`src/rtl/stack_pkg.sv`:
```
// Shared definitions for the stack controller: command encodings, FSM states and
// default data/address widths.
package stack_pkg;

    localparam int WIDTH_DEF  = 16;
    localparam int AWIDTH_DEF = 16;

    typedef enum logic [1:0] {
        CMD_PUSH     = 2'b00,
        CMD_POP      = 2'b01,
        CMD_REPLACE2 = 2'b10,
        CMD_PEEK     = 2'b11
    } cmd_e;

    typedef enum logic [1:0] {
        ST_IDLE = 2'b00,
        ST_EXEC = 2'b01,
        ST_READ = 2'b10,
        ST_RESP = 2'b11
    } state_e;

endpackage

```
`src/rtl/stack_ptr.sv`:
```
// Stack depth register plus the write/read address arithmetic. Depth counts
// 0..DEPTH and wraps; slot pointers are taken modulo DEPTH.
module stack_ptr
    import stack_pkg::*;
#(
    parameter int                 AWIDTH = AWIDTH_DEF,
    parameter int                 DEPTH  = 64,
    parameter logic [AWIDTH-1:0]  BASE   = AWIDTH'(1),
    localparam int                DW     = $clog2(DEPTH + 1),
    localparam int                PW     = $clog2(DEPTH)
) (
    input  logic              c_CLOCK,
    input  logic              c_RESET,
    input  logic              i_update,
    input  cmd_e              i_cmd,
    output logic [DW-1:0]     o_depth,
    output logic [AWIDTH-1:0] o_waddr,
    output logic [AWIDTH-1:0] o_raddr_next
);

    localparam logic [DW-1:0] DEPTH_MAX = DW'(DEPTH);

    logic [DW-1:0] depth_q, depth_d;
    logic [DW-1:0] depth_inc, depth_dec, depth_after;
    logic [PW-1:0] wr_ptr, rd_ptr;

    // NOTE: every variable written here gets a default first, so no latch is inferred.
    always_comb begin
        depth_inc   = (depth_q == DEPTH_MAX) ? '0 : depth_q + DW'(1);
        depth_dec   = (depth_q == '0) ? DEPTH_MAX : depth_q - DW'(1);
        depth_after = depth_q;
        wr_ptr      = depth_q[PW-1:0];
        case (i_cmd)
            CMD_PUSH:     depth_after = depth_inc;
            CMD_POP:      depth_after = depth_dec;
            CMD_REPLACE2: begin
                depth_after = depth_dec;
                wr_ptr      = depth_q[PW-1:0] - PW'(2);
            end
            default:      depth_after = depth_q;
        endcase
        // Slot of the new top: the low bits of depth-1 give the modulo-DEPTH wrap.
        rd_ptr  = depth_after[PW-1:0] - PW'(1);
        depth_d = i_update ? depth_after : depth_q;
    end

    // NOTE: sequential state uses non-blocking assignments only.
    always_ff @(posedge c_CLOCK or posedge c_RESET) begin
        if (c_RESET) depth_q <= '0;
        else         depth_q <= depth_d;
    end

    assign o_depth      = depth_q;
    assign o_waddr      = BASE + AWIDTH'(wr_ptr);
    assign o_raddr_next = BASE + AWIDTH'(rd_ptr);

endmodule

```
`src/rtl/stack_ctrl.sv`:
```
// Data-stack controller: turns push/pop/replace/peek into write and dual-read memory
// cycles and returns TOS/NOS. Define STACK_CHECK_EN to reject overflow/underflow.
module stack_ctrl
    import stack_pkg::*;
#(
    parameter int                 WIDTH  = WIDTH_DEF,
    parameter int                 AWIDTH = AWIDTH_DEF,
    parameter int                 DEPTH  = 64,
    parameter logic [AWIDTH-1:0]  BASE   = AWIDTH'(1),
    localparam int                DW     = $clog2(DEPTH + 1)
) (
    input  logic              c_CLOCK,
    input  logic              c_RESET,
    input  logic              i_VALID,
    input  logic [1:0]        i_CMD,
    input  logic [WIDTH-1:0]  i_DATA,
    output logic              o_READY,
    output logic [WIDTH-1:0]  o_TOS,
    output logic [WIDTH-1:0]  o_NOS,
    output logic              o_RVALID,
    output logic [DW-1:0]     o_DEPTH,
    output logic              o_ERR,
    output logic [AWIDTH-1:0] o_RADDR,
    output logic [AWIDTH-1:0] o_WADDR,
    output logic [WIDTH-1:0]  o_WDATA,
    output logic              o_WRITE,
    input  logic [WIDTH-1:0]  i_OP1,
    input  logic [WIDTH-1:0]  i_OP2
);

    state_e             state_q, state_d;
    cmd_e               cmd_q, cmd_d;
    logic [WIDTH-1:0]   data_q, data_d;
    logic               err_q, err_d;
    logic [AWIDTH-1:0]  raddr_q, raddr_d;
    logic [WIDTH-1:0]   tos_q, tos_d;
    logic [WIDTH-1:0]   nos_q, nos_d;
    logic               rvalid_q, rvalid_d;

    logic               accept;
    logic               reject;
    logic               ptr_update;
    logic [DW-1:0]      depth;
    logic [AWIDTH-1:0]  raddr_next;

    assign accept     = i_VALID && (state_q == ST_IDLE);
    assign ptr_update = (state_q == ST_EXEC) && !err_q;

    stack_ptr #(
        .AWIDTH (AWIDTH),
        .DEPTH  (DEPTH),
        .BASE   (BASE)
    ) u_ptr (
        .c_CLOCK      (c_CLOCK),
        .c_RESET      (c_RESET),
        .i_update     (ptr_update),
        .i_cmd        (cmd_q),
        .o_depth      (depth),
        .o_waddr      (o_WADDR),
        .o_raddr_next (raddr_next)
    );

`ifdef STACK_CHECK_EN
    always_comb begin
        reject = 1'b0;
        case (cmd_e'(i_CMD))
            CMD_PUSH:     reject = (depth == DW'(DEPTH));
            CMD_POP:      reject = (depth == '0);
            CMD_REPLACE2: reject = (depth < DW'(2));
            default:      reject = 1'b0;
        endcase
    end
`else
    assign reject = 1'b0;
`endif

    always_ff @(posedge c_CLOCK or posedge c_RESET) begin
        if (c_RESET) state_q <= ST_IDLE;
        else         state_q <= state_d;
    end

    always_comb begin
        state_d = state_q;
        case (state_q)
            ST_IDLE: if (accept) state_d = ST_EXEC;
            ST_EXEC: state_d = err_q ? ST_IDLE : ST_READ;
            ST_READ: state_d = ST_RESP;
            ST_RESP: state_d = ST_IDLE;
            default: state_d = ST_IDLE;
        endcase
    end

    // The write strobe is decoded from the state so an asynchronous reset kills it at once.
    always_comb begin
        o_READY = (state_q == ST_IDLE);
        o_ERR   = (state_q == ST_EXEC) && err_q;
        o_WRITE = (state_q == ST_EXEC) && !err_q &&
                  ((cmd_q == CMD_PUSH) || (cmd_q == CMD_REPLACE2));
    end

    always_comb begin
        cmd_d    = cmd_q;
        data_d   = data_q;
        err_d    = err_q;
        raddr_d  = raddr_q;
        tos_d    = tos_q;
        nos_d    = nos_q;
        rvalid_d = (state_q == ST_RESP);
        if (accept) begin
            cmd_d  = cmd_e'(i_CMD);
            data_d = i_DATA;
            err_d  = reject;
        end
        if (ptr_update) raddr_d = raddr_next;
        if (state_q == ST_RESP) begin
            tos_d = i_OP1;
            nos_d = i_OP2;
        end
    end

    always_ff @(posedge c_CLOCK or posedge c_RESET) begin
        if (c_RESET) begin
            cmd_q    <= CMD_PUSH;
            data_q   <= '0;
            err_q    <= 1'b0;
            raddr_q  <= '0;
            tos_q    <= '0;
            nos_q    <= '0;
            rvalid_q <= 1'b0;
        end else begin
            cmd_q    <= cmd_d;
            data_q   <= data_d;
            err_q    <= err_d;
            raddr_q  <= raddr_d;
            tos_q    <= tos_d;
            nos_q    <= nos_d;
            rvalid_q <= rvalid_d;
        end
    end

    assign o_TOS    = tos_q;
    assign o_NOS    = nos_q;
    assign o_RVALID = rvalid_q;
    assign o_DEPTH  = depth;
    assign o_RADDR  = raddr_q;
    assign o_WDATA  = data_q;

endmodule

```
`config.mk`:
```
export PLATFORM = sky130hd
export DESIGN_NAME = stack_ctrl
export DESIGN_NICKNAME = d
export VERILOG_FILES = /design/src/rtl/stack_pkg.sv /design/src/rtl/stack_ptr.sv /design/src/rtl/stack_ctrl.sv
export SDC_FILE = /design/constraint.sdc
export NUM_CORES = 1
export LEC_CHECK = 0
export ABC_AREA = 1
export ABC_CLOCK_PERIOD_IN_PS = 2600
export CAP_MARGIN = 30
export CORE_ASPECT_RATIO = 1.75
export CORE_MARGIN = 10
export CORE_UTILIZATION = 44
export DETAILED_ROUTE_END_ITERATION = 16
export GPL_TIMING_DRIVEN = 0
export MAX_ROUTING_LAYER = met4
export PLACE_DENSITY = 0.82
export SYNTH_ARGS = -nofsm -noshare
export SYNTH_HDL_FRONTEND = slang
export SYNTH_SLANG_ARGS = --single-unit
export TNS_END_PERCENT = 50
```
`constraint.sdc`:
```
create_clock -name c_CLOCK -period 2.6 [get_ports c_CLOCK]
set_clock_uncertainty 0.05 [all_clocks]
set_input_delay 0.26 -clock c_CLOCK [delete_from_list [all_inputs] [get_ports c_CLOCK]]
set_output_delay 0.26 -clock c_CLOCK [all_outputs]
set_load 0.005 [all_outputs]
```
==> results.md <==
- Maximum ir drop on the vdd rail: ~0.00094 V
- Time the worst path needs with I/O delays and setup: roughly 2.5 ns
- Skew-Pair Late Insertion Delay: between 0.3 and 0.4 ns
- Synth-to-layout area growth: 51.29%
- Wire length reported by the detailed router: approximately 10000 um
- Top-area cell type share of the netlist area: 0.4547
- CTS sink count: 66
- Register clock-pin slew on the reported worst setup and hold paths: 0.05 ns
- Die extent in y: ~140 um
- Number of antenna repair diodes: 0
- Number of buffers created by CTS: 9
- Buffer cell driving the clock tree root: sky130_fd_sc_hd__clkbuf_16
- Top-Level Pins: around 140
- Count of unresolved DRC violations after routing: 0
- Standard cell area after detailed placement: 5074 um2
- Leakage component of the power: 2.547 nW
- Routed Antenna Nets: 0
- Hold Vio Cnt, Final: 0
- Total power after layout: between 7 and 8 mW
- Vias after detailed routing: approximately 3000
- Core box area: approximately 8000 um2
- Path type of the worst min-delay path: in2async
- Post-DP HPWL: between 8000 and 9000 um
- Post-Layout Inst Area: ~5500 um2
- Outcome: complete, no violations
- Number of inserted filler cells in the final layout: roughly 600
- Largest net degree at the start of global routing: 35
- Hold buffers post-CTS: 0
- Initial DRC Count: roughly 160
- Reg-to-reg slack, setup: between 0.15 and 0.2 ns
- Initial antenna violation count: 0
- Critical path capture point type: output port
- Fin util: 0.6855
- Share of post-route cells with drive strength above 1: 0.2904
- Count of flip-flops with a built-in enable after synthesis: 0
- Data arrival time at the worst-slack endpoint: between 2 and 2.5 ns
- Upper clock frequency limit: about 400 MHz
- Most common library cells after synthesis: sky130_fd_sc_hd__dfrtp_1 (66), sky130_fd_sc_hd__nand2_1 (51), sky130_fd_sc_hd__mux2_2 (48)
- Pwr dens: 1424 nW/um2
- RePlAce Congestion: roughly 0.90
- First-pass GRT wire length: between 15000 and 20000 um
- Routed wire per std cell: approximately 17 um
- Distinct cell type count after synthesis: 35
- Part of the Yosys area used for sequential elements: 0.4547
- Critical path start-end classification: reg2out
- GRT Residual Overflow: 0
- Summed instance area of the synthesized netlist: roughly 3600 um2
- Async set or reset register ratio after synthesis: 1.000
- FF-to-FF End: o_RADDR[5]
- Most Crowded Layer GR: met2
- Startpoint Class: register
- Unrepaired setup endpoints after global routing: true
- Leading cell type by number of instances after synthesis: sky130_fd_sc_hd__dfrtp_1
- Ratio of final minimum period to clock period: 0.9767
- Post-synthesis sequential element count: 66
- Setup violation total in the final timing report: 0
- Max H-tree Level: 3
- Critical path data required time: about 2.3 ns
- Overall routing resource usage: 0.1760
- Met3 track utilization from global routing: 0.08362
- M2 GR Usage: 0.3119
- Startpoint of the lowest-slack register-to-register path: cmd_q[0]
- Die area: around 12000 um2
- Avg Inst Size Synth: approximately 10 um2
- Count of final max-slew check failures: 0
- Total of max-cap violations: 0
- Count of yosys warnings during synthesis: 0
- Main synth FF type: sky130_fd_sc_hd__dfrtp_1
- Leading area contributor after synthesis: sky130_fd_sc_hd__dfrtp_1
- Via-to-Cell Ratio: ~5
- Transition time at the pin with the least slew margin: about 0.75 ns
- Worst slew slack as a fraction of its limit: 0.5004
- CTS tree: yes
- Cell row count: 43
- Met1 layer usage reported by global route: 0.1537
- Most area-consuming cells after synthesis: sky130_fd_sc_hd__dfrtp_1 (45%), sky130_fd_sc_hd__mux2_2 (15%), sky130_fd_sc_hd__nand2_1 (5.3%)
- CP max FO: 10
- Initial core utilization: 0.4531
- Mapped Cells: about 350
- Count of buffers from port buffering: between 100 and 150
- Post-route setup TNS: 0 ns
- Number of global-route vias before repair: between 3000 and 4000
- Die boundary width: between 80 and 90 um
- Detailed-routing iteration count for the pre-antenna-repair pass: 4
- Deepest clock path buffer count: 2
- Post-route worst hold slack: between 0.3 and 0.4 ns
- Final Net Count: 583
- Logic depth of the worst register-to-register path: 15
state kept, by name, summed over array words and instances, names as in the netlist:
signal         count
o_NOS             16
o_TOS             16
o_WDATA           16
u_ptr.o_depth      7
o_RADDR            6
cmd_q              2
state_q            2
o_RVALID           1
final cells by class:
type                    instances  area, um2  area share
inverters                      30      122.6     0.02231
repair buffers                133       1324      0.2409
clock buffers                  11      252.7     0.04599
clock inverters                 4      26.28    0.004781
well taps                      90      112.6     0.02049
flip-flops and latches         66       1654      0.3010
multi-input cells             245       1799      0.3274
plain buffers                  31      203.9     0.03711
routing by layer:
metal,up-vias,routed length [um]
met5,-,0
met4,0,207
met3,22,1024
met2,125,5597
met1,1450,3491
li1,1451,-
cells in the final DEF (no fill, tap or decap), drive strengths merged, types with 3 or more instances in the layout:
cell type      instances
a21oi                  8
buf                   36
clkbuf                15
clkdlybuf4s50        120
clkinv                 3
conb                  19
dfrtp                 66
ha                    14
inv                   30
mux2                  48
nand2                 71
nand3                 29
nand4                  3
nor2                  23
o21ai                 11
xnor2                  3
xor2                   6
cells by family (layout without fill, tap and decap cells):
kind of cell               Yosys count  count (layout)  synth area share
AOI/OAI and AO/OA                   25              25           0.03824
xor gates and xnor gates             9               9           0.02170
adders and majority gates           14              14           0.04823
buffers and inverters               61             209           0.08853
DFF                                 66              66            0.4547
muxes                               48              48            0.1488
other                                1              19          0.001032
and+or+nand+nor                    130             130            0.1988
through the flow:
stage	std cells	worst slack (ns)
finish	610	0.06051
floorplan	372	0.1692
global placement	586	-0.5299
detailed placement	587	-0.1471
CTS	606	-0.06101
global route	610	-0.06101
worst max path at each step:
stage / start / to / slack [ns] / cells after the start
5_1_grt: state_q[1] / o_WRITE / -0.06 / 7
4_1_cts: u_ptr.o_depth[2] / o_WADDR[6] / -0.06 / 11
3_3_place_gp: c_RESET / u_ptr.o_depth[4] / -0.53 / 2
3_5_place_dp: u_ptr.o_depth[0] / o_RADDR[5] / -0.15 / 17
2_1_floorplan: u_ptr.o_depth[0] / o_RADDR[5] / 0.17 / 17
6_report: state_q[1] / o_WRITE / 0.06 / 7
critical path, cell delays in order, from the launching register on:
cell and delay [ns]:
sky130_fd_sc_hd__dfrtp_1 0.40, sky130_fd_sc_hd__inv_1 0.10, sky130_fd_sc_hd__ha_1 0.14, sky130_fd_sc_hd__buf_2 0.19, sky130_fd_sc_hd__inv_1 0.17, sky130_fd_sc_hd__buf_2 0.23
sky130_fd_sc_hd__a21oi_1 0.16, sky130_fd_sc_hd__clkdlybuf4s50_1 0.52
where the power goes:
group	leakage [nW]	switching (mW)	internal (mW)
registers	0.784	0.322	1.56
logic	1.63	2.39	2.43
clock network	0.138	0.428	0.690
total	2.55	3.14	4.68
timing repair:
item / CTS / global route
setup buffers: 4 / 4
pin swaps: 0 / 2
endpoints found under the setup margin: 9 / 7
resized for setup: 13 / 16
(Power assumes the default switching activity.)
